File: src/rtl/pipeline_ctrl_if.sv
// Handshake bundle between the pipeline controller and the datapath it sequences.
// The slave modport is the controller view and the master modport is the datapath view.
interface pipeline_ctrl_if #(
    parameter int REG_W = 6,
    parameter int CNT_W = 32
);
    logic             id_valid;
    logic [REG_W-1:0] id_src_a;
    logic [REG_W-1:0] id_src_b;
    logic [REG_W-1:0] ex_dest;
    logic             ex_is_load;
    logic             branch_taken;
    logic             mem_req;
    logic             mem_ready;

    logic             pc_load;
    logic             if_id_load;
    logic             if_id_flush;
    logic             id_ex_load;
    logic             id_ex_flush;
    logic             ex_mem_load;
    logic             mem_wb_load;
    logic             error;
    logic [CNT_W-1:0] stall_cycles;
    logic [CNT_W-1:0] flush_count;

    modport master (
        output id_valid, id_src_a, id_src_b, ex_dest, ex_is_load,
               branch_taken, mem_req, mem_ready,
        input  pc_load, if_id_load, if_id_flush, id_ex_load, id_ex_flush,
               ex_mem_load, mem_wb_load, error, stall_cycles, flush_count
    );

    modport slave (
        input  id_valid, id_src_a, id_src_b, ex_dest, ex_is_load,
               branch_taken, mem_req, mem_ready,
        output pc_load, if_id_load, if_id_flush, id_ex_load, id_ex_flush,
               ex_mem_load, mem_wb_load, error, stall_cycles, flush_count
    );
endinterface

File: src/rtl/pipeline_ctrl.sv
// 5-stage pipeline sequencer: load-use stall, branch squash, memory-wait freeze, timeout trap.
// Define PIPELINE_CTRL_PERF_EN to build the stall_cycles/flush_count performance counters.
module pipeline_ctrl #(
    parameter int REG_W       = 6,
    parameter int MEM_TIMEOUT = 64,
    parameter int CNT_W       = 32
) (
    input logic           clock,
    input logic           reset,
    pipeline_ctrl_if.slave bus
);
    localparam int WAIT_W = (MEM_TIMEOUT < 1) ? 1 : $clog2(MEM_TIMEOUT + 1);

    typedef enum logic [1:0] {
        S_RUN      = 2'd0,
        S_MEM_WAIT = 2'd1,
        S_ERROR    = 2'd2
    } state_t;

    state_t            state_q, state_d;
    logic [WAIT_W-1:0] wait_cnt_q, wait_cnt_d;
    logic              branch_pending_q, branch_pending_d;
    logic              load_use;

    logic pc_load, if_id_load, if_id_flush, id_ex_load, id_ex_flush;
    logic ex_mem_load, mem_wb_load, error;

    always_comb begin
        // NOTE: every signal written here is defaulted first so no latch can be inferred.
        state_d          = state_q;
        wait_cnt_d       = wait_cnt_q;
        branch_pending_d = branch_pending_q;
        pc_load          = 1'b0;
        if_id_load       = 1'b0;
        if_id_flush      = 1'b0;
        id_ex_load       = 1'b0;
        id_ex_flush      = 1'b0;
        ex_mem_load      = 1'b0;
        mem_wb_load      = 1'b0;
        error            = 1'b0;

        load_use = bus.ex_is_load && (bus.ex_dest != {REG_W{1'b0}}) && bus.id_valid &&
                   ((bus.ex_dest == bus.id_src_a) || (bus.ex_dest == bus.id_src_b));

        case (state_q)
            S_RUN: begin
                wait_cnt_d = '0;
                if (bus.mem_req && !bus.mem_ready) begin
                    // The freeze starts here, so a branch resolved now must not be lost.
                    state_d          = S_MEM_WAIT;
                    wait_cnt_d       = WAIT_W'(1);
                    branch_pending_d = bus.branch_taken;
                end else if (bus.branch_taken) begin
                    {pc_load, if_id_load, id_ex_load, ex_mem_load, mem_wb_load} = '1;
                    if_id_flush = 1'b1;
                    id_ex_flush = 1'b1;
                end else if (load_use) begin
                    id_ex_load  = 1'b1;
                    id_ex_flush = 1'b1;
                    ex_mem_load = 1'b1;
                    mem_wb_load = 1'b1;
                end else begin
                    {pc_load, if_id_load, id_ex_load, ex_mem_load, mem_wb_load} = '1;
                end
            end

            S_MEM_WAIT: begin
                if (bus.mem_ready) begin
                    {pc_load, if_id_load, id_ex_load, ex_mem_load, mem_wb_load} = '1;
                    if (branch_pending_q || bus.branch_taken) begin
                        if_id_flush = 1'b1;
                        id_ex_flush = 1'b1;
                    end
                    branch_pending_d = 1'b0;
                    wait_cnt_d       = '0;
                    state_d          = S_RUN;
                end else begin
                    branch_pending_d = branch_pending_q | bus.branch_taken;
                    if (wait_cnt_q != {WAIT_W{1'b1}}) wait_cnt_d = wait_cnt_q + 1'b1;
                    if ((MEM_TIMEOUT != 0) && (wait_cnt_q == WAIT_W'(MEM_TIMEOUT)))
                        state_d = S_ERROR;
                end
            end

            S_ERROR: error = 1'b1;

            default: state_d = S_RUN;
        endcase

        // Reset dominates every output combinationally, not just from the next edge.
        if (reset) begin
            {pc_load, if_id_load, if_id_flush, id_ex_load, id_ex_flush} = '0;
            {ex_mem_load, mem_wb_load, error}                           = '0;
        end
    end

    always_ff @(posedge clock) begin
        // NOTE: sequential state uses non-blocking assignments so all registers update together.
        if (reset) begin
            state_q          <= S_RUN;
            wait_cnt_q       <= '0;
            branch_pending_q <= 1'b0;
        end else begin
            state_q          <= state_d;
            wait_cnt_q       <= wait_cnt_d;
            branch_pending_q <= branch_pending_d;
        end
    end

    assign bus.pc_load     = pc_load;
    assign bus.if_id_load  = if_id_load;
    assign bus.if_id_flush = if_id_flush;
    assign bus.id_ex_load  = id_ex_load;
    assign bus.id_ex_flush = id_ex_flush;
    assign bus.ex_mem_load = ex_mem_load;
    assign bus.mem_wb_load = mem_wb_load;
    assign bus.error       = error;

`ifdef PIPELINE_CTRL_PERF_EN
    logic [CNT_W-1:0] stall_cycles_q, flush_count_q;

    // if_id_flush is raised only by a taken-branch squash, never by a load-use bubble.
    always_ff @(posedge clock) begin
        if (reset) begin
            stall_cycles_q <= '0;
            flush_count_q  <= '0;
        end else begin
            if (!pc_load)    stall_cycles_q <= stall_cycles_q + 1'b1;
            if (if_id_flush) flush_count_q  <= flush_count_q + 1'b1;
        end
    end

    assign bus.stall_cycles = stall_cycles_q;
    assign bus.flush_count  = flush_count_q;
`else
    assign bus.stall_cycles = {CNT_W{1'b0}};
    assign bus.flush_count  = {CNT_W{1'b0}};
`endif
endmodule

File: src/flat_wrapper.sv
// flat-port wrapper written by rule: the top's interface ports become plain ports
module pipeline_ctrl_flat 
#(
    parameter int REG_W       = 6,
    parameter int MEM_TIMEOUT = 64,
    parameter int CNT_W       = 32
)
  (clock, reset, bus_id_valid, bus_id_src_a, bus_id_src_b, bus_ex_dest, bus_ex_is_load, bus_branch_taken, bus_mem_req, bus_mem_ready, bus_pc_load, bus_if_id_load, bus_if_id_flush, bus_id_ex_load, bus_id_ex_flush, bus_ex_mem_load, bus_mem_wb_load, bus_error, bus_stall_cycles, bus_flush_count);
  pipeline_ctrl_if #(.REG_W(REG_W), .CNT_W(CNT_W)) bus_i ();
  input logic clock;
  input logic reset;
  input wire logic [$bits(bus_i.id_valid)-1:0] bus_id_valid;
  input wire logic [$bits(bus_i.id_src_a)-1:0] bus_id_src_a;
  input wire logic [$bits(bus_i.id_src_b)-1:0] bus_id_src_b;
  input wire logic [$bits(bus_i.ex_dest)-1:0] bus_ex_dest;
  input wire logic [$bits(bus_i.ex_is_load)-1:0] bus_ex_is_load;
  input wire logic [$bits(bus_i.branch_taken)-1:0] bus_branch_taken;
  input wire logic [$bits(bus_i.mem_req)-1:0] bus_mem_req;
  input wire logic [$bits(bus_i.mem_ready)-1:0] bus_mem_ready;
  output wire logic [$bits(bus_i.pc_load)-1:0] bus_pc_load;
  output wire logic [$bits(bus_i.if_id_load)-1:0] bus_if_id_load;
  output wire logic [$bits(bus_i.if_id_flush)-1:0] bus_if_id_flush;
  output wire logic [$bits(bus_i.id_ex_load)-1:0] bus_id_ex_load;
  output wire logic [$bits(bus_i.id_ex_flush)-1:0] bus_id_ex_flush;
  output wire logic [$bits(bus_i.ex_mem_load)-1:0] bus_ex_mem_load;
  output wire logic [$bits(bus_i.mem_wb_load)-1:0] bus_mem_wb_load;
  output wire logic [$bits(bus_i.error)-1:0] bus_error;
  output wire logic [$bits(bus_i.stall_cycles)-1:0] bus_stall_cycles;
  output wire logic [$bits(bus_i.flush_count)-1:0] bus_flush_count;
  assign bus_i.id_valid = bus_id_valid;
  assign bus_i.id_src_a = bus_id_src_a;
  assign bus_i.id_src_b = bus_id_src_b;
  assign bus_i.ex_dest = bus_ex_dest;
  assign bus_i.ex_is_load = bus_ex_is_load;
  assign bus_i.branch_taken = bus_branch_taken;
  assign bus_i.mem_req = bus_mem_req;
  assign bus_i.mem_ready = bus_mem_ready;
  assign bus_pc_load = bus_i.pc_load;
  assign bus_if_id_load = bus_i.if_id_load;
  assign bus_if_id_flush = bus_i.if_id_flush;
  assign bus_id_ex_load = bus_i.id_ex_load;
  assign bus_id_ex_flush = bus_i.id_ex_flush;
  assign bus_ex_mem_load = bus_i.ex_mem_load;
  assign bus_mem_wb_load = bus_i.mem_wb_load;
  assign bus_error = bus_i.error;
  assign bus_stall_cycles = bus_i.stall_cycles;
  assign bus_flush_count = bus_i.flush_count;
  pipeline_ctrl #(.REG_W(REG_W), .MEM_TIMEOUT(MEM_TIMEOUT), .CNT_W(CNT_W)) u_core (.clock(clock), .reset(reset), .bus(bus_i));
endmodule
File: config.mk
export PLATFORM = sky130hd
export DESIGN_NAME = pipeline_ctrl_flat
export DESIGN_NICKNAME = d
export VERILOG_FILES = /design/src/rtl/pipeline_ctrl_if.sv /design/src/rtl/pipeline_ctrl.sv /design/src/flat_wrapper.sv
export SDC_FILE = /design/constraint.sdc
export NUM_CORES = 1
export LEC_CHECK = 0
export CORE_MARGIN = 5
export CORE_UTILIZATION = 34
export CTS_BUF_LIST = sky130_fd_sc_hd__clkbuf_16
export DETAILED_ROUTE_END_ITERATION = 12
export PLACE_DENSITY_LB_ADDON = 0.25
export SYNTH_ARGS = -nofsm -noshare
export SYNTH_HDL_FRONTEND = slang
export SYNTH_SLANG_ARGS = --single-unit
File: constraint.sdc
create_clock -name clock -period 3.3 [get_ports clock]
set_input_delay 0.99 -clock clock [delete_from_list [all_inputs] [get_ports clock]]
set_output_delay 0.99 -clock clock [all_outputs]
set_load 0.02 [all_outputs]
Word level (Yosys, flattened, before mapping)

Cells that the tools add are included.
W data, S select, Z words.

Bits in registers: 10
Input bits: 25
Output and inout port bits: 72
Word-level logic and storage cells: 61

$add $sub $neg: 1
Equality and inequality tests: 9
Mux-type cells: 33
Bitwise gates (word level): 2
Reduce and logical (&&, ||, !) cells: 13

Operator list:

| cell                  | number |
|---|---|
| $mux W1               | 21 |
| $mux W7               | 2 |
| $pmux W7 S2           | 1 |
| $eq A6 B6 Y1          | 2 |
| $pmux W1 S2           | 5 |
| $add A7 B1 Y7 const B | 1 |
| $eq A7 B7 Y1 const B  | 1 |
| $ne A7 B7 Y1 const B  | 1 |
| $mux W2               | 3 |
| $ne A3 B2 Y1 const B  | 2 |
| $pmux W2 S3           | 1 |
| $reduce_bool A6 Y1    | 1 |
| $logic_and A1 B1 Y1   | 4 |
| $reduce_and A2 Y1     | 2 |
| $reduce_and A3 Y1     | 1 |
| $eq A2 B1 Y1 const B  | 1 |
| $eq A2 B2 Y1 const B  | 1 |
| $logic_not A2 Y1      | 1 |
| $logic_or A1 B1 Y1    | 2 |
| $ne A2 B1 Y1 const B  | 1 |
| $reduce_bool A2 Y1    | 1 |
| $logic_not A1 Y1      | 1 |
| $not A1 Y1            | 1 |
| $or A1 B1 Y1          | 1 |

Logic depth before layout (Yosys ltp)

Gate-level depths: netlist of the first run.

Depth after elaboration: 9
Depth in mapped cells: 5

Worst setup path after synthesis of the first run

OpenSTA, ideal clock, no wires.

Path kind: input to output
Start point: input reset
End point: output bus_pc_load
Arrival: 2.501 ns
Required time: 2.310 ns
Slack: -0.191 ns
Stages: 4
Buffers on the path: 2
Path through: buf_1 nor3b_1 o41a_1 buf_4

Cells in the longest elaborated chain, start to end: 1

RTL lines:

| element            | line               | text |
|---|---|---|
| start: declaration | flat_wrapper.sv:11 | `input logic reset;` |
| $mux W1            | --                 |  |
| end: declaration   | flat_wrapper.sv:20 | `output wire logic [$bits(bus_i.pc_load)-1:0] bus_pc_load;` |

Every way passes these cells.

Final worst setup path of the first run

Start point: input bus_ex_dest[0]
End point: output bus_id_ex_flush

Cells in the longest elaborated chain, start to end: 9

RTL lines:

| element                           | line                | text |
|---|---|---|
| start: declaration                | flat_wrapper.sv:15  | `input wire logic [$bits(bus_i.ex_dest)-1:0] bus_ex_dest;` |
| $reduce_bool A6 Y1                | pipeline_ctrl.sv:42 | `load_use = bus.ex_is_load && (bus.ex_dest != {REG_W{1'b0}}) && bus.id_valid &&` |
| $logic_and A1 B1 Y1 (2 in series) | pipeline_ctrl.sv:42 |  |
| $logic_and A1 B1 Y1 (*)           | pipeline_ctrl.sv:42 |  |
| $mux W1 (*)                       | pipeline_ctrl.sv:57 | `end else if (load_use) begin` |
| $mux W1 (*)                       | pipeline_ctrl.sv:53 | `end else if (bus.branch_taken) begin` |
| $mux W1 (*)                       | pipeline_ctrl.sv:48 | `if (bus.mem_req && !bus.mem_ready) begin` |
| $pmux W1 S2 (*)                   | pipeline_ctrl.sv:45 | `case (state_q)` |
| $mux W1 (*)                       | pipeline_ctrl.sv:91 | `if (reset) begin` |
| end: declaration                  | flat_wrapper.sv:24  | `output wire logic [$bits(bus_i.id_ex_flush)-1:0] bus_id_ex_flush;` |

Mark *: on every way between the ends. The rest lies on a longest branch, timed or not.

==> summary.json, run 1 <==
{
  "kind_of_critical_path": "primary input to primary output",
  "detailedRoute.firstPassIterationCount": 3,
  "initial_core_util_pct": 34.57,
  "path_common_cell": "sky130_fd_sc_hd__buf_4",
  "final_antenna_net_count": 0,
  "critical_path.top_delay_family": "simple AND/OR/NAND/NOR gates",
  "post-synth-top-area-fraction_pct": 40.04,
  "h_tree_level_count": 1,
  "tritoncts": "yes",
  "syn_to_final_growth_pct": 24.50,
  "worst-path-buf-inv": 3,
  "ios": 97,
  "share_clk_of_total_power_pct": 42.7,
  "tritoncts_num_sinks": 10,
  "cts.reportedPaths.clkPinSlew_ps": 40,
  "startpoint_type": "primary input",
  "synth-seq-area-share_pct": 15.94,
  "critical_path.max_stage_delay_ps": 530,
  "buffer_ports.inserted": 32,
  "count_of_inserted_antenna_diode_cells": 0,
  "combPwrFrac_pct": 32.1,
  "cap_viol_max_count": 0,
  "place_ws_ps": -789.3,
  "rsz0062_at_grt": "true",
  "postSynth.asyncResetShare_pct": 0,
  "run_status": "finished clean",
  "synth.yosys.warnings": 0,
  "wire_length_of_the_first_global_routing_pass_mm": 3.898,
  "clockRootBuffer": "sky130_fd_sc_hd__clkbuf_16",
  "placement_rows": 22,
  "final_cell_area_sq_um": 1564,
  "cts_made_buffers": 3,
  "drc_violations_left": 0,
  "grt_antenna_before_repair": 0,
  "critical_path.cell_chain": "buf_4, or4_1, o311ai_2, buf_4, o31ai_4, buf_6",
  "post_route_cells_drive_above_1_share_pct": 22.17,
  "vdd_ir_drop_max_uv": 206.1,
  "synth_enable_flop_cells": 0,
  "setup_viol": 0,
  "final_critical_path_setup_slack_ps": 0.1017,
  "synth.avg_cell_area_sq_um": 7.851,
  "wl_mm": 2.696,
  "weighted_congestion_at_the_end_of_routability_driven_global_placement": 0.7646,
  "grt-ovfl-total": 0,
  "synth_flop_cell": "sky130_fd_sc_hd__dfxtp_1",
  "worst_ep_arrival_time_ps": 2310,
  "switching_share_of_total_power_pct": 32.86,
  "synth.cell_area_sq_um": 1256,
  "dieArea_sq_um": 5011,
  "netlist_top_cells_area": "sky130_fd_sc_hd__buf_4 40%, sky130_fd_sc_hd__dfxtp_1 16%, sky130_fd_sc_hd__xor2_1 8.4%",
  "cp_max_fo": 3,
  "crit_path_top_delay_cell": "sky130_fd_sc_hd__or4_1",
  "global_route.peak_usage_layer": "met2",
  "p_seq_share_pct": 25.2,
  "clock_latency_ps": 230,
  "worst_setup_path_end_kind": "primary output",
  "drt_iter0_drc": 15,
  "syn_inst": 160,
  "route.detailed.wl_per_inst_microns": 10.74,
  "synth.ff_latch_count": 10,
  "p_leak_nw": 0.7443,
  "final_hold_viol_count": 0,
  "use_met3_pct": 5.540,
  "vias_per_cell": 3.964,
  "globalRouteTotalUtil_pct": 9.457,
  "global_route.usage.met1_pct": 10.14,
  "timing.clock.skew_ps": 3.209,
  "grt_start_max_net_pins": 11,
  "power_per_cell_area_nw_per_um2": 320.5,
  "chipHeight_microns": 70.79,
  "timing.final.max_slew_violations": 0,
  "total_nets_final": 231,
  "intPower_w": 0.0003365,
  "switching_power_w": 0.0001647,
  "synth.lib_cells_used.distinct": 37,
  "num_vias": 995,
  "hold_path_class": "register to register",
  "dpl.hpwl_mm": 2.238,
  "core_sq_um": 3633,
  "max_freq_mhz": 303.0,
  "min_period_ps": 3300,
  "die_width_microns": 70.79,
  "postPlaceCellArea_sq_um": 1456,
  "clock_path_buffers": 2,
  "grtUsageMet2_pct": 16.48,
  "postCtsHoldBufs": 0,
  "synth_top_area_cell": "sky130_fd_sc_hd__buf_4",
  "grt_pass1_vias": 954,
  "timing.critical_path.required_ps": 2310,
  "final.period_utilization_pct": 100.0
}
==> synth_stat cells (all sizes together) (2+ instances only) <==
| cell type | instances |
|---|---|
| a2111oi | 2 |
| a21oi | 7 |
| and3 | 2 |
| buf | 69 |
| dfxtp | 10 |
| ha | 2 |
| inv | 5 |
| nand2 | 4 |
| nand3 | 4 |
| nor2 | 8 |
| nor3 | 2 |
| nor4 | 3 |
| o21ai | 6 |
| o21bai | 2 |
| o31ai | 3 |
| or3 | 3 |
| or4 | 3 |
| xor2 | 12 |
==> worst min-delay path: stages, from the launching register on <==
cell	delay [ps]
sky130_fd_sc_hd__dfxtp_1	330
sky130_fd_sc_hd__o31ai_1	80
sky130_fd_sc_hd__a21oi_1	60
==> kinds of logic (layout without fill, tap and decap cells) <==
group	count (synthesis)	count (layout)	synth area share, %
XOR/XNOR	12	12	8.366
buffers and inverters	75	55	42.53
adder cells (fa/ha/maj)	2	2	1.992
AND/OR/NAND/NOR	35	35	16.53
AO/OA/AOI/OAI	24	24	13.55
other	1	64	0.2985
flip-flops	10	10	15.94
multiplexers	1	1	0.7968
==> cell type report <==
class | instances | area, sq um
clock buffers | 3 | 75.07
clock inverters | 1 | 3.754
fillers | 402 | 2069
inverters | 6 | 22.52
multi-input cells | 138 | 799.5
flip-flops and latches | 10 | 200.2
well taps | 48 | 60.06
repair buffers | 45 | 402.9
==> cells in the final DEF, fill, tap and decap left out, types with 2 or more instances in the layout <==
| cell | count |
|---|---|
| sky130_fd_sc_hd__clkdlybuf4s15_2 | 4 |
| sky130_fd_sc_hd__nor4_1 | 3 |
| sky130_fd_sc_hd__dlygate4sd2_1 | 8 |
| sky130_fd_sc_hd__ha_1 | 2 |
| sky130_fd_sc_hd__dfxtp_1 | 10 |
| sky130_fd_sc_hd__buf_2 | 6 |
| sky130_fd_sc_hd__inv_1 | 5 |
| sky130_fd_sc_hd__nor3_1 | 2 |
| sky130_fd_sc_hd__nand3_1 | 3 |
| sky130_fd_sc_hd__or3_2 | 2 |
| sky130_fd_sc_hd__nand2_1 | 4 |
| sky130_fd_sc_hd__buf_4 | 11 |
| sky130_fd_sc_hd__clkdlybuf4s15_1 | 5 |
| sky130_fd_sc_hd__conb_1 | 64 |
| sky130_fd_sc_hd__xor2_1 | 12 |
| sky130_fd_sc_hd__clkbuf_16 | 3 |
| sky130_fd_sc_hd__clkdlybuf4s50_1 | 3 |
| sky130_fd_sc_hd__a21oi_1 | 7 |
| sky130_fd_sc_hd__a2111oi_0 | 2 |
| sky130_fd_sc_hd__o21ai_0 | 5 |
| sky130_fd_sc_hd__nor2_1 | 8 |
| sky130_fd_sc_hd__clkinv_1 | 2 |
| sky130_fd_sc_hd__or4_1 | 2 |
| sky130_fd_sc_hd__buf_6 | 6 |
| sky130_fd_sc_hd__o31ai_4 | 2 |
==> state kept, by name, indices dropped and copies added, names as in the netlist <==
name,count
u_core.branch_pending_q,1
u_core.wait_cnt_q,7
u_core.state_q,2
==> metal layers <==
metal	wire, microns	part of all wire (%)
met2	1316	49
met5	0	0
met1	965	36
met3	402	15
met4	11	0.41
==> through the flow <==
step	util (%)	hold WS, ps	cells	setup TNS [ps]	total power [W]
after floorplan	-	464.8	223	0	0.0002861
after global placement	40.08	488.8	246	-4191	0.0002878
after global routing	43.04	562.5	251	-181.6	0.0005270
after detailed placement	40.08	498.7	246	-4212	0.0002869
after CTS	42.63	504.7	251	-54.40	0.0005021
final	43.04	509.3	251	0	0.0005012
==> repair_timing <==
| action | in CTS | in global routing |
|---|---|---|
| gates resized for setup | 88 | 3 |
| buffers inserted | 1 | 0 |
| pin swaps | 12 | 5 |
| endpoints found under the hold margin | 0 | 0 |
| endpoints found under the setup margin | 8 | 7 |
==> power groups by stage <==
stage	clock (W)	sequential (W)	combinational [W]
floorplan	0	0.000127	0.000159
global placement	0	0.000128	0.000160
detailed placement	0	0.000128	0.000159
CTS	0.000219	0.000126	0.000158
global route	0.000229	0.000126	0.000172
finish	0.000214	0.000126	0.000161
==> worst paths after layout <==
path | depth (start not counted) | startpoint | end | slack, ps
min reg2reg | 2 | u_core.wait_cnt_q[5]$_SDFFE_PP0P_ | u_core.wait_cnt_q[5]$_SDFFE_PP0P_ | 510
max | 6 | bus_ex_dest[0] | bus_id_ex_flush | 0.1
min | 2 | u_core.wait_cnt_q[5]$_SDFFE_PP0P_ | u_core.wait_cnt_q[5]$_SDFFE_PP0P_ | 510
max reg2reg | 5 | u_core.wait_cnt_q[0]$_SDFFE_PP0P_ | u_core.wait_cnt_q[3]$_SDFFE_PP0P_ | 1710
No activity file was read; power rests on OpenSTA's default activity.
==> run 2: changes to the inputs <==
--- a/constraint.sdc
+++ b/constraint.sdc
@@ -3,2 +3,2 @@
 set_output_delay 0.99 -clock clock [all_outputs]
-set_load 0.02 [all_outputs]
+set_load 0.05 [all_outputs]
==> run 2 against run 1 <==
The flow now finishes with violations (setup timing). Largest cell class unchanged. Sequential power hardly changed. Register-to-register slack hardly changed. Sequential share of layout area is 0.72 points lower. Non-clock buffer count is 2 lower. First-iteration DRC count grew to 3.7 times the previous value. Flip-flop and latch count stayed put. Die area stayed put.
==> summary.json, run 2 (synthesis results as in run 1) <==
{
  "clockRootBuffer": "sky130_fd_sc_hd__clkbuf_16",
  "clock_path_buffers": {"value": 2, "change": "unchanged"},
  "rsz0062_at_grt": "true",
  "p_seq_share": {"value": 20.0, "unit": "%", "change": "-5.2 points"},
  "post_route_cells_drive_above_1_share": {"value": 28.86, "unit": "%", "change": "+6.7 points"},
  "wl": {"value": 2.717, "unit": "mm", "change": "+0.78%"},
  "drt_iter0_drc": {"value": 55, "change": "+40"},
  "intPower": {"value": 0.0003506, "unit": "W", "change": "+4.2%"},
  "ios": {"value": 97, "change": "unchanged"},
  "reg_top3": "u_core.wait_cnt_q (7), u_core.state_q (2), u_core.branch_pending_q (1)",
  "hold_path_class": "register to register",
  "globalRouteTotalUtil": {"value": 9.988, "unit": "%", "change": "+0.53 points"},
  "weighted_congestion_at_the_end_of_routability_driven_global_placement": {"value": 0.7446, "change": "-2.6%"},
  "finalSetupTns": {"value": -6.866, "unit": "ps", "change": "-6.866 ps"},
  "crit_path_top_delay_cell": "sky130_fd_sc_hd__or4_4",
  "final_hold_viol_count": {"value": 0, "change": "unchanged"},
  "timing.final.max_slew_violations": {"value": 0, "change": "unchanged"},
  "cap_viol_max_count": {"value": 0, "change": "unchanged"},
  "tritoncts": "yes",
  "initial_core_util": {"value": 34.57, "unit": "%", "change": "unchanged"},
  "switching_share_of_total_power": {"value": 44.43, "unit": "%", "change": "+12 points"},
  "final.hold.worst_slack": {"value": 496.9, "unit": "ps", "change": "-12.33 ps"},
  "worst_ep_arrival_time": {"value": 2320, "unit": "ps", "change": "about the same"},
  "cts.reportedPaths.clkPinSlew": {"value": 40, "unit": "ps", "change": "about the same"},
  "die_width": {"value": 70.79, "unit": "microns", "change": "unchanged"},
  "postCtsHoldBufs": {"value": 0, "change": "unchanged"},
  "run_status": "finished with violations",
  "cp_max_fo": {"value": 3, "change": "unchanged"},
  "vdd_ir_drop_max": {"value": 176.6, "unit": "uV", "change": "-14%"},
  "core": {"value": 3633, "unit": "sq um", "change": "unchanged"},
  "power_per_cell_area": {"value": 380.6, "unit": "nW/um^2", "change": "+19%"},
  "final_antenna_net_count": {"value": 0, "change": "unchanged"},
  "fin_util": {"value": 45.63, "unit": "%", "change": "+2.6 points"},
  "violated_checks": "setup timing",
  "switching_power": {"value": 0.0002803, "unit": "W", "change": "+70%"},
  "min_period": {"value": 3307, "unit": "ps", "change": "+6.968 ps"},
  "critical_path.cell_chain": "buf_8, or4_4, o311ai_4, buf_4, o31ai_4, buf_12",
  "dpl.hpwl": {"value": 2.288, "unit": "mm", "change": "+2.2%"},
  "critical_path.max_stage_delay": {"value": 540, "unit": "ps", "change": "about the same"},
  "top_register": "u_core.wait_cnt_q",
  "timing.clock.skew": {"value": 2.812, "unit": "ps", "change": "-0.3977 ps"},
  "tritoncts_num_sinks": {"value": 10, "change": "unchanged"},
  "dieArea": {"value": 5011, "unit": "sq um", "change": "unchanged"},
  "count_of_inserted_antenna_diode_cells": {"value": 0, "change": "unchanged"},
  "layout.cells.most_common": "sky130_fd_sc_hd__conb_1",
  "vias_per_cell": {"value": 3.948, "change": "-0.41%"},
  "grt-ovfl-total": {"value": 0, "change": "unchanged"},
  "p_leak": {"value": 0.7707, "unit": "nW", "change": "+3.5%"},
  "detailedRoute.firstPassIterationCount": {"value": 4, "change": "+1"},
  "final_critical_path_setup_slack": {"value": -6.866, "unit": "ps", "change": "-6.968 ps"},
  "timing.critical_path.required": {"value": 2310, "unit": "ps", "change": "about the same"},
  "grt_antenna_before_repair": {"value": 0, "change": "unchanged"},
  "drc_violations_left": {"value": 0, "change": "unchanged"},
  "setup_viol": {"value": 1, "change": "+1"},
  "num_vias": {"value": 983, "change": "-1.2%"},
  "kind_of_critical_path": "primary input to primary output",
  "placement_rows": {"value": 22, "change": "unchanged"},
  "syn_to_final_growth_pct": 31.97,
  "h_tree_level_count": {"value": 1, "change": "unchanged"},
  "buffer_ports.inserted": {"value": 32, "change": "unchanged"},
  "wire_length_of_the_first_global_routing_pass": {"value": 4.091, "unit": "mm", "change": "+5.0%"},
  "chipHeight": {"value": 70.79, "unit": "microns", "change": "unchanged"},
  "startpoint_type": "primary input",
  "clock_latency": {"value": 240, "unit": "ps", "change": "about the same"},
  "grt_pass1_vias": {"value": 888, "change": "-6.9%"},
  "cts_made_buffers": {"value": 3, "change": "unchanged"},
  "worst-path-buf-inv": {"value": 3, "change": "unchanged"},
  "max_freq": {"value": 302.4, "unit": "MHz", "change": "-0.21%"},
  "final.period_utilization": {"value": 100.2, "unit": "%", "change": "+0.21 points"},
  "route.detailed.wl_per_inst": {"value": 10.91, "unit": "microns", "change": "+1.6%"},
  "share_clk_of_total_power": {"value": 34.1, "unit": "%", "change": "-8.6 points"},
  "layout_common_cells": "64 x sky130_fd_sc_hd__conb_1, 10 x sky130_fd_sc_hd__xor2_1, 10 x sky130_fd_sc_hd__buf_2, 10 x sky130_fd_sc_hd__buf_4, 10 x sky130_fd_sc_hd__dfxtp_1",
  "total_nets_final": {"value": 229, "change": "-0.87%"},
  "grt_start_max_net_pins": {"value": 11, "change": "unchanged"},
  "largest_register_ff_count": {"value": 7, "change": "unchanged"},
  "combPwrFrac": {"value": 45.9, "unit": "%", "change": "+14 points"},
  "worst_setup_path_end_kind": "primary output",
  "critical_path.top_delay_family": "simple AND/OR/NAND/NOR gates"
}
[run 2: cell types whose count changed in the layout (fill, tap and decap cells not counted), sizes merged]
cell | previous run | this run
clkdlybuf4s15 | 9 | 1
dlygate4sd2 | 8 | 5
buf | 24 | 33
[run 2: path summary, 6_finish.rpt]
| kind | startpoint | slack (ps) | depth (start not counted) | endpoint |
|---|---|---|---|---|
| worst max-delay path | bus_ex_dest[1] | -7 | 6 | bus_id_ex_flush |
| worst min-delay path | u_core.wait_cnt_q[5]$_SDFFE_PP0P_ | 500 | 2 | u_core.wait_cnt_q[5]$_SDFFE_PP0P_ |
| worst max register to register | u_core.wait_cnt_q[1]$_SDFFE_PP0P_ | 1700 | 5 | u_core.wait_cnt_q[3]$_SDFFE_PP0P_ |
| worst min register to register | u_core.wait_cnt_q[5]$_SDFFE_PP0P_ | 500 | 2 | u_core.wait_cnt_q[5]$_SDFFE_PP0P_ |
[run 2: power groups by stage]
stage / clock (W) / combinational, W / sequential, W
floorplan: 0 / 0.000276 / 0.000127
global placement: 0 / 0.000287 / 0.000128
detailed placement: 0 / 0.000286 / 0.000128
CTS: 0.000219 / 0.000284 / 0.000126
global route: 0.000226 / 0.000301 / 0.000126
finish: 0.000215 / 0.000290 / 0.000126
[run 2: final cells by class]
type	instances	area, sq um
inverters	6	22.52
clock buffers	3	75.07
repair buffers	43	441.7
well taps	48	60.06
clock inverters	1	3.754
flip-flops and latches	10	200.2
multi-input cells	138	854.6
fillers	389	1976
[run 2: worst reg2reg max path: cells and delay by family (launching register included)]
kind	cells	cell delay, ps
AO/OA/AOI/OAI	3	790
adder cells (fa/ha/maj)	1	210
flip-flops	1	390
AND/OR/NAND/NOR	1	130
[run 2: routing by layer]
layer  vias up  part of all wire, %  GRT usage (%)
met5         -                    0              0
met2        51                   49          17.30
li1        489                    -              -
met1       439                   39          11.87
met4         0                  1.1          3.132
met3         4                   11          2.841
[run 2: what timing repair did]
action	4_1_cts	5_1_grt
setup buffers	1	1
setup endpoints to repair	7	3
pin swaps	14	8
resized for setup	67	9
[run 2: metrics by stage]
step / std cells / instance area (sq um) / setup slack, ps / power (W)
final: 249 / 1658 / -6.866 / 0.0006309
after global routing: 249 / 1658 / -58.74 / 0.0006537
after CTS: 248 / 1628 / -45.18 / 0.0006289
after detailed placement: 243 / 1562 / -417.6 / 0.0004140
after global placement: 243 / 1562 / -433.6 / 0.0004143
after floorplan: 223 / 1554 / -30.95 / 0.0004029
